$ cat src/rtl/dmem_map_pkg.sv
// Address map and status-register layout shared by the dmem/MMIO responder.
package dmem_map_pkg;

    localparam int unsigned MAP_ADDR_W = 12;
    localparam int unsigned MAP_DATA_W = 32;

    localparam logic [MAP_ADDR_W-1:0] MMIO_BASE = 12'hF00;

    localparam logic [MAP_ADDR_W-1:0] OFF_CYCLE  = 12'h000;
    localparam logic [MAP_ADDR_W-1:0] OFF_OUT    = 12'h001;
    localparam logic [MAP_ADDR_W-1:0] OFF_STATUS = 12'h002;

    localparam int unsigned STAT_EMPTY_BIT = 0;
    localparam int unsigned STAT_FULL_BIT  = 1;
    localparam int unsigned STAT_COUNT_LSB = 2;
    localparam int unsigned STAT_COUNT_MSB = 4;
    localparam int unsigned STAT_OVF_BIT   = 8;

    // STATUS word as seen by software; field order matches the bit positions above.
    typedef struct packed {
        logic [22:0] rsvd_hi;
        logic        overflow;
        logic [2:0]  rsvd_mid;
        logic [2:0]  count;
        logic        full;
        logic        empty;
    } status_t;

    function automatic status_t pack_status(input logic empty, input logic full,
                                            input logic [2:0] count, input logic overflow);
        status_t s;
        s          = '0;
        s.empty    = empty;
        s.full     = full;
        s.count    = count;
        s.overflow = overflow;
        return s;
    endfunction

endpackage

$ cat src/rtl/mmio_out_fifo.sv
// Small circular output FIFO; head is zero while empty, push-on-full accepted only with a pop.
module mmio_out_fifo
    import dmem_map_pkg::*;
#(
    parameter int unsigned DEPTH = 4,
    parameter int unsigned WIDTH = 32
) (
    input  logic                       clock,
    input  logic                       reset,
    input  logic                       push,
    input  logic [WIDTH-1:0]           push_data,
    input  logic                       pop,
    output logic [WIDTH-1:0]           head,
    output logic [$clog2(DEPTH):0]     count,
    output logic                       full,
    output logic                       empty
);

    localparam int unsigned PTR_W = $clog2(DEPTH);
    localparam int unsigned CNT_W = PTR_W + 1;

    logic [WIDTH-1:0] mem_q [DEPTH];
    logic [WIDTH-1:0] mem_d [DEPTH];
    logic [PTR_W-1:0] wr_ptr_q, wr_ptr_d;
    logic [PTR_W-1:0] rd_ptr_q, rd_ptr_d;
    logic [CNT_W-1:0] count_q, count_d;
    logic             pop_ok_c;
    logic             push_ok_c;

    assign empty = (count_q == '0);
    assign full  = (count_q == CNT_W'(DEPTH));
    assign count = count_q;
    assign head  = empty ? '0 : mem_q[rd_ptr_q];

    // A pop frees the head slot on the same edge, so a full FIFO can still take a push.
    assign pop_ok_c  = pop & ~empty;
    assign push_ok_c = push & (~full | pop_ok_c);

    always_comb begin
        mem_d    = mem_q;
        wr_ptr_d = wr_ptr_q;
        rd_ptr_d = rd_ptr_q;
        count_d  = count_q;
        if (push_ok_c) begin
            mem_d[wr_ptr_q] = push_data;
            wr_ptr_d        = PTR_W'(wr_ptr_q + 1'b1);
        end
        if (pop_ok_c) begin
            rd_ptr_d = PTR_W'(rd_ptr_q + 1'b1);
        end
        case ({push_ok_c, pop_ok_c})
            2'b10:   count_d = CNT_W'(count_q + 1'b1);
            2'b01:   count_d = CNT_W'(count_q - 1'b1);
            default: count_d = count_q;
        endcase
    end

    always_ff @(posedge clock or negedge reset) begin
        if (!reset) begin
            for (int unsigned i = 0; i < DEPTH; i++) begin
                mem_q[i] <= '0;
            end
            wr_ptr_q <= '0;
            rd_ptr_q <= '0;
            count_q  <= '0;
        end else begin
            mem_q    <= mem_d;
            wr_ptr_q <= wr_ptr_d;
            rd_ptr_q <= rd_ptr_d;
            count_q  <= count_d;
        end
    end

endmodule

$ cat src/rtl/dmem_mmio_responder.sv
// Data-memory port responder: low addresses go to the dmem RAM, the top region to a
// cycle counter, an output FIFO and a status register, all with one-clock read latency.
module dmem_mmio_responder
    import dmem_map_pkg::*;
#(
    parameter int unsigned           ADDR_WIDTH = 12,
    parameter int unsigned           DATA_WIDTH = 32,
    parameter logic [ADDR_WIDTH-1:0] MMIO_BASE  = ADDR_WIDTH'(dmem_map_pkg::MMIO_BASE),
    parameter int unsigned           FIFO_DEPTH = 4
) (
    input  logic                  clock,
    input  logic                  reset,
    input  logic [ADDR_WIDTH-1:0] address_dmem,
    input  logic [DATA_WIDTH-1:0] data,
    input  logic                  wren,
    output logic [DATA_WIDTH-1:0] q_dmem,
    output logic [ADDR_WIDTH-1:0] ram_address,
    output logic [DATA_WIDTH-1:0] ram_data,
    output logic                  ram_wren,
    input  logic [DATA_WIDTH-1:0] ram_q,
    output logic [DATA_WIDTH-1:0] out_data,
    output logic                  out_valid,
    input  logic                  out_ready
);

    localparam int unsigned CNT_W = $clog2(FIFO_DEPTH) + 1;
    localparam int unsigned CYC_W = 32;

    logic                  mmio_sel_c;
    logic [ADDR_WIDTH-1:0] offset_c;
    logic                  cyc_wr_c;
    logic                  push_c;
    logic                  stat_wr_c;
    logic                  pop_c;
    status_t               status_c;

    logic [CYC_W-1:0]      cycle_q, cycle_d;
    logic                  ovf_q, ovf_d;
    logic                  sel_q, sel_d;
    logic [DATA_WIDTH-1:0] rdata_q, rdata_d;
    logic                  live_q, live_d;

    logic [DATA_WIDTH-1:0] fifo_head;
    logic [CNT_W-1:0]      fifo_count;
    logic                  fifo_full;
    logic                  fifo_empty;

    // Address decode and RAM pass-through.
    assign mmio_sel_c  = (address_dmem >= MMIO_BASE);
    assign offset_c    = ADDR_WIDTH'(address_dmem - MMIO_BASE);
    assign ram_address = address_dmem;
    assign ram_data    = data;
    assign ram_wren    = wren & ~mmio_sel_c;

    assign cyc_wr_c  = wren & mmio_sel_c & (offset_c == ADDR_WIDTH'(OFF_CYCLE));
    assign push_c    = wren & mmio_sel_c & (offset_c == ADDR_WIDTH'(OFF_OUT));
    assign stat_wr_c = wren & mmio_sel_c & (offset_c == ADDR_WIDTH'(OFF_STATUS));
    assign pop_c     = out_valid & out_ready;

    mmio_out_fifo #(
        .DEPTH (FIFO_DEPTH),
        .WIDTH (DATA_WIDTH)
    ) u_out_fifo (
        .clock     (clock),
        .reset     (reset),
        .push      (push_c),
        .push_data (data),
        .pop       (pop_c),
        .head      (fifo_head),
        .count     (fifo_count),
        .full      (fifo_full),
        .empty     (fifo_empty)
    );

    assign out_data  = fifo_head;
    assign out_valid = ~fifo_empty;

    assign status_c = pack_status(fifo_empty, fifo_full, 3'(fifo_count), ovf_q);

    // Counter, sticky overflow, and read capture using pre-edge state.
    always_comb begin
        cycle_d = CYC_W'(cycle_q + 1'b1);
        ovf_d   = ovf_q;
        sel_d   = mmio_sel_c;
        live_d  = 1'b1;
        rdata_d = '0;
        if (cyc_wr_c) begin
            cycle_d = '0;
        end
        if (stat_wr_c) begin
            ovf_d = 1'b0;
        end
        if (push_c && fifo_full && !pop_c) begin
            ovf_d = 1'b1;
        end
        if (mmio_sel_c) begin
            if (offset_c == ADDR_WIDTH'(OFF_CYCLE)) begin
                rdata_d = DATA_WIDTH'(cycle_q);
            end else if (offset_c == ADDR_WIDTH'(OFF_STATUS)) begin
                rdata_d = DATA_WIDTH'(status_c);
            end
        end
    end

    always_ff @(posedge clock or negedge reset) begin
        if (!reset) begin
            cycle_q <= '0;
            ovf_q   <= 1'b0;
            sel_q   <= 1'b0;
            rdata_q <= '0;
            live_q  <= 1'b0;
        end else begin
            cycle_q <= cycle_d;
            ovf_q   <= ovf_d;
            sel_q   <= sel_d;
            rdata_q <= rdata_d;
            live_q  <= live_d;
        end
    end

    // Read data is held at zero until the first clock after reset.
    assign q_dmem = !live_q ? '0 : (sel_q ? rdata_q : ram_q);

endmodule

$ cat config.mk
export PLATFORM = sky130hd
export DESIGN_NAME = dmem_mmio_responder
export DESIGN_NICKNAME = d
export VERILOG_FILES = /design/src/rtl/dmem_map_pkg.sv /design/src/rtl/mmio_out_fifo.sv /design/src/rtl/dmem_mmio_responder.sv
export SDC_FILE = /design/constraint.sdc
export NUM_CORES = 1
export LEC_CHECK = 0
export CAP_MARGIN = 0
export CORE_MARGIN = 3
export CORE_UTILIZATION = 49
export CTS_BUF_LIST = sky130_fd_sc_hd__clkbuf_4
export CTS_CLUSTER_DIAMETER = 100
export DETAILED_ROUTE_END_ITERATION = 10
export HOLD_SLACK_MARGIN = 0.15
export PLACE_DENSITY_LB_ADDON = 0.25
export SYNTH_ARGS = -nofsm -noshare
export SYNTH_HDL_FRONTEND = slang
export SYNTH_SLANG_ARGS = --single-unit
$ cat constraint.sdc
create_clock -name clock -period 2.1 [get_ports clock]
set_input_delay 0.42 -clock clock [delete_from_list [all_inputs] [get_ports clock]]
set_output_delay 0.42 -clock clock [all_outputs]
set_load 0.01 [all_outputs]
==> metrics <==
status=complete, but fails checks; failing checks=setup timing; fill count=1,484; WL/cell=16.7 um; antenna violations before repair=0; min setup slack post-route=-458 ps; WL final=21.9 mm; Syn Nets=850; Final Cycle Share=122%; worst hold path type=in -> async; area grow syn2layout=32.2%; kind of critical path=reg -> out; DRC Markers=0; Syn Inst Count=764; r2r endpoint=u_out_fifo.mem_q[93]; I/O pin total=190; Die W=149 um; Setup Skew=between 30 and 40 ps; PwrDens=around 720 nW/um^2; Slew Viols, Final=0; fmax=391 MHz; Max clock buf depth=3; number of CTS-inserted buffers=50; first-pass GRT wire length=35.6 mm; Post-Layout Cell Count=1,306; first-pass iteration count of the detailed router=4; Post-DP HPWL=14.4 mm; RSZ-0062 raised after global routing=yes; # nets final=1,097; Starting Density=50.6%; Port Buf Inserts=189; Syn Area/Cell=13.1 sq um; VDD IR max=0.471 mV; total congestion overflow=0; RePlAce Congestion=0.768; ys async rst share=100%; cell with the most instances after synthesis=dfrtp_1; max-cap viol count=0; die height=~150 um; Die Footprint=22,200 sq um; final setup violation count=between 60 and 70; Ant. Diodes=0; leakage=approximately 6.5 nW; H-tree depth=2; Crit Path Max Fanout=8; Area contributors post-synth=dfrtp_1 50%, mux2_2 10%, mux4_2 7.2%; Synth cell types=49; Post-synth EDFFs=0; Sink Count=202; largest net degree at the start of global routing=just over 50; register bit total from synthesis=202; Most used DFF post-synth=dfrtp_1; Seq/Total Area, Yosys=50.5%; Reg2Reg Depth=7; core area=19,800 sq um; cell count after placement=roughly 1.2k; share of layout cells above drive strength 1=about two fifths; pre-CTS setup slack=-383 ps; top cells by count, synth=202 x dfrtp_1, 93 x mux2_2, 57 x and2_1, 47 x buf_4, 43 x nor2_1; Iter 0 DRT Violations=approximately 260; Startpoint Class=flip-flop; arrival time worst endpoint=2140 ps; total number of vias=6,667; post-synthesis cell area=10,000 sq um; fin crit period=2560 ps; Ys Warns=0; CP required=1680 ps; Skew-Pair Late Insertion Delay=approximately 640 ps; vias per inst=5.10; top cell type's share of synthesized area=50.5%; r2r startpoint=u_out_fifo.count[0]; worst reg-to-reg setup slack=80 ps; Root Buffer Master=clkbuf_4; num rows=a little over 50; CTS tree=done; Clock Pin Slew Worst Setup and Hold Paths=about 70 ps; CP Capture Type=primary output; Final Hold Viols=0; cell taking the most area after synthesis=dfrtp_1; antenna-violating nets left=0; vias in the first global route=7,097; total track usage=19.9%
## how the worst max path moves through the flow
| stage | start | end | slack, ps | cells past startpoint |
|---|---|---|---|---|
| after CTS | u_out_fifo.rd_ptr_q[0] | out_data[20] | -530 | 5 |
| after floorplan | u_out_fifo.rd_ptr_q[0] | out_data[10] | 30 | 4 |
| final | u_out_fifo.rd_ptr_q[0] | out_data[20] | -460 | 5 |
| after global placement | address_dmem[3] | u_out_fifo.count[2] | -350 | 7 |
| after global routing | u_out_fifo.rd_ptr_q[0] | out_data[20] | -550 | 5 |
| after detailed placement | address_dmem[3] | u_out_fifo.count[2] | -380 | 7 |
## sequential cells by signal (all words and copies together) (netlist names)
register,flops
rdata_q,32
sel_q,1
u_out_fifo.count,3
u_out_fifo.wr_ptr_q,2
ovf_q,1
u_out_fifo.rd_ptr_q,2
cycle_q,32
live_q,1
u_out_fifo.mem_q,128
## cells by family (layout without fill, tap and decap cells)
group	after synthesis	in the layout	synth area share (%)
adder cells (fa/ha/maj)	6	6	0.825
flip-flops	202	202	50.5
XOR/XNOR	34	34	2.97
other	1	1	0.0375
AND/OR/NAND/NOR	216	216	13.1
AO/OA/AOI/OAI	14	14	0.837
buffers and inverters	93	370	6.36
multiplexers	198	198	25.4
## per-layer routing
metal | global-route usage [%] | part of all wire (%) | up-vias
met5 | 0 | 0 | -
met4 | 5.58 | 1.4 | 0
met3 | 4.10 | 5.0 | 31
met2 | 34.2 | 51 | 178
met1 | 25.7 | 43 | 3323
li1 | - | - | 3135
## cells in the final DEF (no fill, tap or decap), types with 4 or more instances in the layout
master and instances:
dfrtp_1 200, clkdlybuf4s50_1 121, mux2_2 93, clkbuf_4 73, buf_4 48, nor2_1 43
buf_2 42, buf_6 38, mux2i_1 37, mux2_1 35, and2_1 35, nor2b_1 35
mux4_2 32, buf_12 24, and2_4 22, xor2_1 18, xnor2_1 16, nand2_1 15
nand3_1 12, nand4_1 12, o21ai_0 7, and3_1 7, inv_1 6, nor3_1 6
clkinv_1 6, nand2_4 5, and4_1 5, ha_1 5, buf_8 4
## worst max-delay path, stage by stage, from the launching register on
cell and delay (ps):
dfrtp_2 410, buf_12 140, buf_12 140, mux4_2 520, and2_1 150, buf_2 130
## repair_timing
item,CTS,global route
resized for setup,320,29
setup buffers,14,9
gates cloned,3,0
endpoints found under the setup margin,67,88
hold buffers,1,0
endpoints found under the hold margin,179,0
pin swaps,17,0
## final cells by class
cell class / instances / area (sq um) / share of cell area (%)
clock buffers: 73 / 548 / 4.14
repair buffers: 282 / 2820 / 21.3
flip-flops and latches: 202 / 5060 / 38.2
clock inverters: 9 / 60.1 / 0.454
inverters: 6 / 22.5 / 0.170
multi-input cells: 469 / 4390 / 33.2
well taps: 265 / 332 / 2.51
## metrics by stage
step           util (%)  cell area [sq um]  power, W  TNS [ps]  hold slack [ps]
2_1_floorplan         -              10000   0.00523         0              124
3_3_place_gp       62.7              12400   0.00623    -45930              394
3_5_place_dp       62.7              12400   0.00625    -55880              399
4_1_cts            66.3              13100   0.00975    -20290              249
5_1_grt            66.9              13200    0.0101    -21410              269
6_report           66.9              13200   0.00955    -14730              288
## power breakdown
part           switching (W)  internal [W]
Clock                0.00145       0.00169
Combinational        0.00105       0.00121
Sequential          0.000136       0.00401
Note: power is estimated with default switching activity, not from simulation.
